**config.mk**
```make
export PLATFORM = sky130hd
export DESIGN_NAME = calendar_rtc_flat
export DESIGN_NICKNAME = d
export VERILOG_FILES = /design/src/rtl/calendar_rtc_if.sv /design/src/rtl/calendar_rtc.sv /design/src/flat_wrapper.sv
export SDC_FILE = /design/constraint.sdc
export NUM_CORES = 1
export LEC_CHECK = 0
export CAP_MARGIN = 20
export CELL_PAD_IN_SITES_DETAIL_PLACEMENT = 0
export CELL_PAD_IN_SITES_GLOBAL_PLACEMENT = 1
export CORE_AREA = 4 4 185 115
export DETAILED_ROUTE_END_ITERATION = 10
export DIE_AREA = 0 0 189 119
export MAX_ROUTING_LAYER = met4
export PLACE_DENSITY_LB_ADDON = 0.1
export SLEW_MARGIN = 20
export SYNTH_ARGS = -nofsm -noshare
export SYNTH_HDL_FRONTEND = slang
export SYNTH_SLANG_ARGS = --single-unit
```
**constraint.sdc**
```tcl
create_clock -name clk -period 27.9 [get_ports clk]
set_clock_uncertainty 0.2 [all_clocks]
set_input_delay 5.58 -clock clk [delete_from_list [all_inputs] [get_ports clk]]
set_output_delay 5.58 -clock clk [all_outputs]
set_load 0.01 [all_outputs]
```
**src/rtl/calendar_rtc_if.sv**
```systemverilog
// Control inputs and time/date outputs of the calendar RTC, grouped as one bundle.
interface calendar_rtc_if #(
  parameter int unsigned YEAR_W = 12
);
  logic [2:0]        set_sel;
  logic              inc;
  logic              dec;
  logic              mode_12h;
  logic              alarm_en;
  logic [4:0]        alarm_hour;
  logic [5:0]        alarm_min;
  logic [5:0]        sec;
  logic [5:0]        min;
  logic [4:0]        hour;
  logic [4:0]        hour_disp;
  logic              pm;
  logic [4:0]        day;
  logic [3:0]        month;
  logic [YEAR_W-1:0] year;
  logic              is_leap_year;
  logic              tick_1hz;
  logic              alarm_hit;

  modport master (
    output set_sel, inc, dec, mode_12h, alarm_en, alarm_hour, alarm_min,
    input  sec, min, hour, hour_disp, pm, day, month, year, is_leap_year, tick_1hz, alarm_hit
  );

  modport slave (
    input  set_sel, inc, dec, mode_12h, alarm_en, alarm_hour, alarm_min,
    output sec, min, hour, hour_disp, pm, day, month, year, is_leap_year, tick_1hz, alarm_hit
  );
endinterface

```
**src/rtl/calendar_rtc.sv**
```systemverilog
// Calendar real-time clock: 1 Hz prescaler, sec..year cascade, field editing, daily alarm.
module calendar_rtc #(
  parameter int unsigned CLK_HZ    = 50000000,
  parameter int unsigned BASE_YEAR = 2025,
  parameter int unsigned MAX_YEAR  = 3025,
  parameter int unsigned YEAR_W    = 12
) (
  input logic           clk,
  input logic           rst,
  calendar_rtc_if.slave bus
);
  localparam int unsigned PRE_W = (CLK_HZ > 1) ? $clog2(CLK_HZ) : 1;
  localparam logic [PRE_W-1:0]  PRE_TC = PRE_W'(CLK_HZ - 1);
  localparam logic [YEAR_W-1:0] BASE_Y = YEAR_W'(BASE_YEAR);
  localparam logic [YEAR_W-1:0] MAX_Y  = YEAR_W'(MAX_YEAR);

  function automatic logic leap_of(input logic [YEAR_W-1:0] y);
    int unsigned v;
    v = 32'(y);
    return (((v % 32'd4) == 32'd0) && ((v % 32'd100) != 32'd0)) || ((v % 32'd400) == 32'd0);
  endfunction

  function automatic logic [4:0] days_in(input logic [3:0] m, input logic leap);
    case (m)
      4'd2:                      return leap ? 5'd29 : 5'd28;
      4'd4, 4'd6, 4'd9, 4'd11:   return 5'd30;
      default:                   return 5'd31;
    endcase
  endfunction

  logic [PRE_W-1:0]  presc, presc_n;
  logic [5:0]        sec_q, sec_n, min_q, min_n;
  logic [4:0]        hour_q, hour_n, day_q, day_n;
  logic [3:0]        month_q, month_n;
  logic [YEAR_W-1:0] year_q, year_n;
  logic              tick_q, tick_n, alarm_q, alarm_n;
  logic              inc_q, dec_q;
  logic              run, rise_inc, rise_dec, up, dn, edit, leap_cur;
  logic [4:0]        dim, new_dim, h12;

  assign run      = (bus.set_sel == 3'd0) || (bus.set_sel == 3'd7);
  assign rise_inc = bus.inc & ~inc_q;
  assign rise_dec = bus.dec & ~dec_q;
  assign up       = rise_inc & ~rise_dec;
  assign dn       = rise_dec & ~rise_inc;
  assign edit     = (up | dn) & ~run;
  assign leap_cur = leap_of(year_q);

  // Next-state: one-shot cascade on a run-mode tick, otherwise a single-field wrapping edit.
  always_comb begin
    sec_n   = sec_q;
    min_n   = min_q;
    hour_n  = hour_q;
    day_n   = day_q;
    month_n = month_q;
    year_n  = year_q;
    alarm_n = 1'b0;
    new_dim = 5'd31;
    presc_n = (presc == PRE_TC) ? '0 : presc + PRE_W'(1);
    dim     = days_in(month_q, leap_cur);
    if (run && tick_q) begin
      if (sec_q == 6'd59) begin
        sec_n = '0;
        if (min_q == 6'd59) begin
          min_n = '0;
          if (hour_q == 5'd23) begin
            hour_n = '0;
            if (day_q >= dim) begin
              day_n = 5'd1;
              if (month_q >= 4'd12) begin
                month_n = 4'd1;
                year_n  = (year_q >= MAX_Y) ? BASE_Y : year_q + YEAR_W'(1);
              end else begin
                month_n = month_q + 4'd1;
              end
            end else begin
              day_n = day_q + 5'd1;
            end
          end else begin
            hour_n = hour_q + 5'd1;
          end
        end else begin
          min_n = min_q + 6'd1;
        end
      end else begin
        sec_n = sec_q + 6'd1;
      end
      alarm_n = bus.alarm_en && (sec_n == 6'd0) && (min_n == bus.alarm_min) &&
                (hour_n == bus.alarm_hour);
    end else if (edit) begin
      case (bus.set_sel)
        3'd1: begin
          sec_n   = up ? ((sec_q >= 6'd59) ? 6'd0 : sec_q + 6'd1)
                       : ((sec_q == 6'd0) ? 6'd59 : sec_q - 6'd1);
          presc_n = '0;
        end
        3'd2: min_n = up ? ((min_q >= 6'd59) ? 6'd0 : min_q + 6'd1)
                         : ((min_q == 6'd0) ? 6'd59 : min_q - 6'd1);
        3'd3: hour_n = up ? ((hour_q >= 5'd23) ? 5'd0 : hour_q + 5'd1)
                          : ((hour_q == 5'd0) ? 5'd23 : hour_q - 5'd1);
        3'd4: day_n = up ? ((day_q >= dim) ? 5'd1 : day_q + 5'd1)
                         : ((day_q <= 5'd1) ? dim : day_q - 5'd1);
        3'd5: begin
          month_n = up ? ((month_q >= 4'd12) ? 4'd1 : month_q + 4'd1)
                       : ((month_q <= 4'd1) ? 4'd12 : month_q - 4'd1);
          new_dim = days_in(month_n, leap_cur);
          if (day_q > new_dim) day_n = new_dim;
        end
        3'd6: begin
          year_n  = up ? ((year_q >= MAX_Y) ? BASE_Y : year_q + YEAR_W'(1))
                       : ((year_q <= BASE_Y) ? MAX_Y : year_q - YEAR_W'(1));
          new_dim = days_in(month_q, leap_of(year_n));
          if (day_q > new_dim) day_n = new_dim;
        end
        default: ;
      endcase
    end
    tick_n = (presc_n == PRE_TC);
  end

  // State register with synchronous reset taking priority over ticks and edits.
  always_ff @(posedge clk) begin
    if (rst) begin
      presc   <= '0;
      tick_q  <= 1'b0;
      alarm_q <= 1'b0;
      inc_q   <= 1'b0;
      dec_q   <= 1'b0;
      sec_q   <= '0;
      min_q   <= '0;
      hour_q  <= '0;
      day_q   <= 5'd1;
      month_q <= 4'd1;
      year_q  <= BASE_Y;
    end else begin
      presc   <= presc_n;
      tick_q  <= tick_n;
      alarm_q <= alarm_n;
      inc_q   <= bus.inc;
      dec_q   <= bus.dec;
      sec_q   <= sec_n;
      min_q   <= min_n;
      hour_q  <= hour_n;
      day_q   <= day_n;
      month_q <= month_n;
      year_q  <= year_n;
    end
  end

  assign h12              = (hour_q >= 5'd12) ? hour_q - 5'd12 : hour_q;
  assign bus.hour_disp    = !bus.mode_12h ? hour_q : ((h12 == 5'd0) ? 5'd12 : h12);
  assign bus.pm           = (hour_q >= 5'd12);
  assign bus.is_leap_year = leap_cur;
  assign bus.sec          = sec_q;
  assign bus.min          = min_q;
  assign bus.hour         = hour_q;
  assign bus.day          = day_q;
  assign bus.month        = month_q;
  assign bus.year         = year_q;
  assign bus.tick_1hz     = tick_q;
  assign bus.alarm_hit    = alarm_q;
endmodule
```
**src/flat_wrapper.sv**
```systemverilog
// flat-port wrapper written by rule: the top's interface ports become plain ports
module calendar_rtc_flat 
#(
  parameter int unsigned CLK_HZ    = 50000000,
  parameter int unsigned BASE_YEAR = 2025,
  parameter int unsigned MAX_YEAR  = 3025,
  parameter int unsigned YEAR_W    = 12
)
  (clk, rst, bus_set_sel, bus_inc, bus_dec, bus_mode_12h, bus_alarm_en, bus_alarm_hour, bus_alarm_min, bus_sec, bus_min, bus_hour, bus_hour_disp, bus_pm, bus_day, bus_month, bus_year, bus_is_leap_year, bus_tick_1hz, bus_alarm_hit);
  calendar_rtc_if #(.YEAR_W(YEAR_W)) bus_i ();
  input logic clk;
  input logic rst;
  input wire logic [$bits(bus_i.set_sel)-1:0] bus_set_sel;
  input wire logic [$bits(bus_i.inc)-1:0] bus_inc;
  input wire logic [$bits(bus_i.dec)-1:0] bus_dec;
  input wire logic [$bits(bus_i.mode_12h)-1:0] bus_mode_12h;
  input wire logic [$bits(bus_i.alarm_en)-1:0] bus_alarm_en;
  input wire logic [$bits(bus_i.alarm_hour)-1:0] bus_alarm_hour;
  input wire logic [$bits(bus_i.alarm_min)-1:0] bus_alarm_min;
  output wire logic [$bits(bus_i.sec)-1:0] bus_sec;
  output wire logic [$bits(bus_i.min)-1:0] bus_min;
  output wire logic [$bits(bus_i.hour)-1:0] bus_hour;
  output wire logic [$bits(bus_i.hour_disp)-1:0] bus_hour_disp;
  output wire logic [$bits(bus_i.pm)-1:0] bus_pm;
  output wire logic [$bits(bus_i.day)-1:0] bus_day;
  output wire logic [$bits(bus_i.month)-1:0] bus_month;
  output wire logic [$bits(bus_i.year)-1:0] bus_year;
  output wire logic [$bits(bus_i.is_leap_year)-1:0] bus_is_leap_year;
  output wire logic [$bits(bus_i.tick_1hz)-1:0] bus_tick_1hz;
  output wire logic [$bits(bus_i.alarm_hit)-1:0] bus_alarm_hit;
  assign bus_i.set_sel = bus_set_sel;
  assign bus_i.inc = bus_inc;
  assign bus_i.dec = bus_dec;
  assign bus_i.mode_12h = bus_mode_12h;
  assign bus_i.alarm_en = bus_alarm_en;
  assign bus_i.alarm_hour = bus_alarm_hour;
  assign bus_i.alarm_min = bus_alarm_min;
  assign bus_sec = bus_i.sec;
  assign bus_min = bus_i.min;
  assign bus_hour = bus_i.hour;
  assign bus_hour_disp = bus_i.hour_disp;
  assign bus_pm = bus_i.pm;
  assign bus_day = bus_i.day;
  assign bus_month = bus_i.month;
  assign bus_year = bus_i.year;
  assign bus_is_leap_year = bus_i.is_leap_year;
  assign bus_tick_1hz = bus_i.tick_1hz;
  assign bus_alarm_hit = bus_i.alarm_hit;
  calendar_rtc #(.CLK_HZ(CLK_HZ), .BASE_YEAR(BASE_YEAR), .MAX_YEAR(MAX_YEAR), .YEAR_W(YEAR_W)) u_core (.clk(clk), .rst(rst), .bus(bus_i));
endmodule
```
==> flow_summary.json <==
{
  "post_cts_buffers": 0,
  "period_needed_ns": 16.35,
  "die_x_microns": 189,
  "synth_area_leaders": "dfxtp_1 16%, a21oi_1 6.2%, nor2_1 6.1%, o21ai_0 5.1%, nand2_1 4.8%",
  "cts_buffers": 9,
  "path_clk_slew_ns": 0.06,
  "pwr_density_cell_nw_per_um2": 43.13,
  "cts_tree": "done",
  "switching_share_pct": 41.44,
  "yosys.area.top_type": "dfxtp_1",
  "relSlewSlack_pct": 30.63,
  "synth_cells": 1276,
  "nets": 1332,
  "ys_seq_elements": 68,
  "path_max_fanout": 31,
  "dpl.hpwl_microns": 20500,
  "ir_drop_uv": 29.16,
  "finalCritPeriodShare_pct": 58.58,
  "max_clock_freq_mhz": 61.18,
  "cp-start-kind": "input pin",
  "finalPower_uw": 421.1,
  "crit_path_frequent_cell": "nor2_1",
  "yosys_most_used_dff": "dfxtp_1",
  "max_cap_viol_count": 0,
  "ys_seq_area_share_pct": 15.58,
  "portBuffers": 66,
  "hold_viol": 0,
  "cpPeakStageDelay_ns": 0.62,
  "grt_setup_unrepaired": "no",
  "async_reset_ff_share_pct": 0,
  "hold_depth": 1,
  "grt.total_usage_pct": 24.75,
  "cts_resized": 0,
  "dr.pass1.iters": 6,
  "fill_cells": 1992,
  "hp-class": "flip-flop to flip-flop",
  "maxSlewViolCount": 0,
  "place_ws_ns": 11.36,
  "status": "finished, final reports clean",
  "cpMaxStageDelayCell": "a21oi_1",
  "fp.coreArea_sq_um": 19670,
  "cp.required_ns": 27.92,
  "synth.top_cell.area_share_pct": 15.58,
  "hold-path-endpoint": "u_core.presc[0]",
  "cts_hold_buf": 0,
  "grt_pass1_wl_microns": 45460,
  "worstReg2RegEnd": "u_core.bus.day[3]",
  "arrival_ns": 16.37,
  "fp-row-count": 40,
  "p_leak_nw": 3.304,
  "fin_setup_tns_ns": 0,
  "gp_congestion": 0.9363,
  "setup_violations": 0,
  "die_h_microns": 119,
  "pwr-share-clk_pct": 28.7,
  "start_util_pct": 44.43,
  "combinationalPowerShare_pct": 46.2,
  "syn2layout_area_growth_pct": 11.71,
  "rr_worst_depth": 39,
  "yosysUniqueCellTypes": 99,
  "drive_gt1_share_pct": 6.231,
  "setup_ws_ns": 11.55,
  "worstHoldStart": "u_core.presc[0]",
  "htree_levels": 3,
  "yosysWarnings": 0,
  "io_pins": 67,
  "grt_pass1_vias": 8373,
  "layout_common_cells": "143 x nor2_1, 111 x nand2_1, 109 x a21oi_1",
  "internal_power_uw": 246.6,
  "cts_buffer_depth": 2,
  "antenna_found_initial": 0,
  "seq_power_share_pct": 25.1,
  "crit_type": "input pin to flip-flop",
  "drtIter0Drc": 1149,
  "drt-total-wl_microns": 27890,
  "syn-num-nets": 1329,
  "grt_max_degree": 46,
  "final_common_cell": "nor2_1",
  "synth.cell_area_sq_um": 8740,
  "clkLatencyLatePin_ns": 0.36,
  "root_buffer": "clkbuf_16",
  "cts_num_sinks": 68,
  "via_per_inst": 6.279,
  "antennaDiodeCount": 0,
  "vias": 9776,
  "timing.rr.start": "u_core.bus.year[0]",
  "drc": 0,
  "tightest_slew_ns": 1.032,
  "multi_input_area_sq_um": 6872,
  "regArea_sq_um": 1361,
  "postRouteAntennaNets": 0,
  "wire_per_inst_microns": 17.91,
  "overflow": 0,
  "syn_area_per_cell_sq_um": 6.849,
  "synth_edf_count": 0,
  "post-route-util_pct": 49.64,
  "p_sw_uw": 174.5,
  "placed_area_sq_um": 9459,
  "endpoint_kind": "flip-flop",
  "reg2reg_setup_slack_ns": 16.66,
  "fin_area_sq_um": 9763,
  "die-area_sq_um": 22490
}
-- cells by family (layout without fill, tap and decap cells) --
| family | after synthesis | after routing | share of synthesized area [%] |
|---|---|---|---|
| AO/OA/AOI/OAI | 437 | 437 | 35.13 |
| XOR/XNOR | 62 | 62 | 6.385 |
| adder cells (fa/ha/maj) | 34 | 34 | 4.839 |
| buffers and inverters | 125 | 133 | 5.798 |
| flip-flops | 68 | 68 | 15.58 |
| multiplexers | 15 | 15 | 1.832 |
| AND/OR/NAND/NOR | 535 | 535 | 30.44 |
-- per-stage QoR --
| stage | hold slack, ns | cells |
|---|---|---|
| detailed placement | 0.2966 | 1541 |
| floorplan | 0.2488 | 1276 |
| global route | 0.3436 | 1557 |
| finish | 0.3113 | 1557 |
| global placement | 0.2869 | 1541 |
| CTS | 0.3071 | 1557 |
-- registers in the layout, indices dropped and copies added, names as in the netlist --
signal,cells
u_core.dec_q,1
u_core.bus.day,5
u_core.bus.alarm_hit,1
u_core.bus.tick_1hz,1
u_core.bus.year,12
u_core.bus.sec,6
u_core.bus.min,6
u_core.bus.month,4
u_core.inc_q,1
u_core.presc,26
u_core.bus.hour,5
-- power groups by stage --
stage | logic (mW) | registers (mW) | clock network [mW]
2_1_floorplan | 0.152 | 0.104 | 0
3_3_place_gp | 0.192 | 0.108 | 0
3_5_place_dp | 0.189 | 0.107 | 0
4_1_cts | 0.190 | 0.105 | 0.124
5_1_grt | 0.213 | 0.106 | 0.128
6_report | 0.195 | 0.106 | 0.121
-- worst max path at each step --
stage                  from                end  slack [ns]  cells past startpoint
global placement    bus_inc  u_core.bus.day[3]       11.76                     41
floorplan           bus_inc  u_core.bus.day[3]       14.04                     40
CTS                 bus_inc  u_core.bus.day[3]       11.70                     41
detailed placement  bus_inc  u_core.bus.day[3]       11.36                     41
finish              bus_inc  u_core.bus.day[3]       11.55                     41
global route        bus_inc  u_core.bus.day[3]       10.60                     41
-- synth_stat cells, drive strengths merged, types with 13 or more instances --
master	number
nor2	143
a21oi	113
nand2	111
o21ai	98
dfxtp	68
clkbuf	66
nor3	65
nand3	57
inv	41
xnor2	37
ha	33
xor2	25
a211oi	23
and3	22
a31oi	21
and2	18
buf	18
a21o	17
nor4	17
a221oi	16
nand2b	16
nand4	16
o31ai	15
nor2b	13
or3	13
-- per-layer routing --
layer  vias up  wire length, microns  global-route usage, %
met1      4547                 14750                  40.39
met4         0                   252                  3.549
met3        25                  2500                  5.741
li1       4784                     -                      -
met2       420                 10380                  30.16
met5         -                     0                      -
-- final cells by class --
cell class              count  area share [%]
clock inverters             4          0.4870
multi-input cells        1083           70.38
flip-flops and latches     68           13.94
clock buffers              12           2.627
inverters                  41           1.576
well taps                 273           3.499
repair buffers             76           7.484
-- worst max-delay path, delay by kind of cell --
kind | cells | cell delay [ns]
XOR/XNOR | 1 | 0.25
buffers and inverters | 2 | 0.90
adder cells (fa/ha/maj) | 4 | 1.45
AND/OR/NAND/NOR | 15 | 2.67
AO/OA/AOI/OAI | 19 | 5.47
No activity file was read; power rests on OpenSTA's default activity.
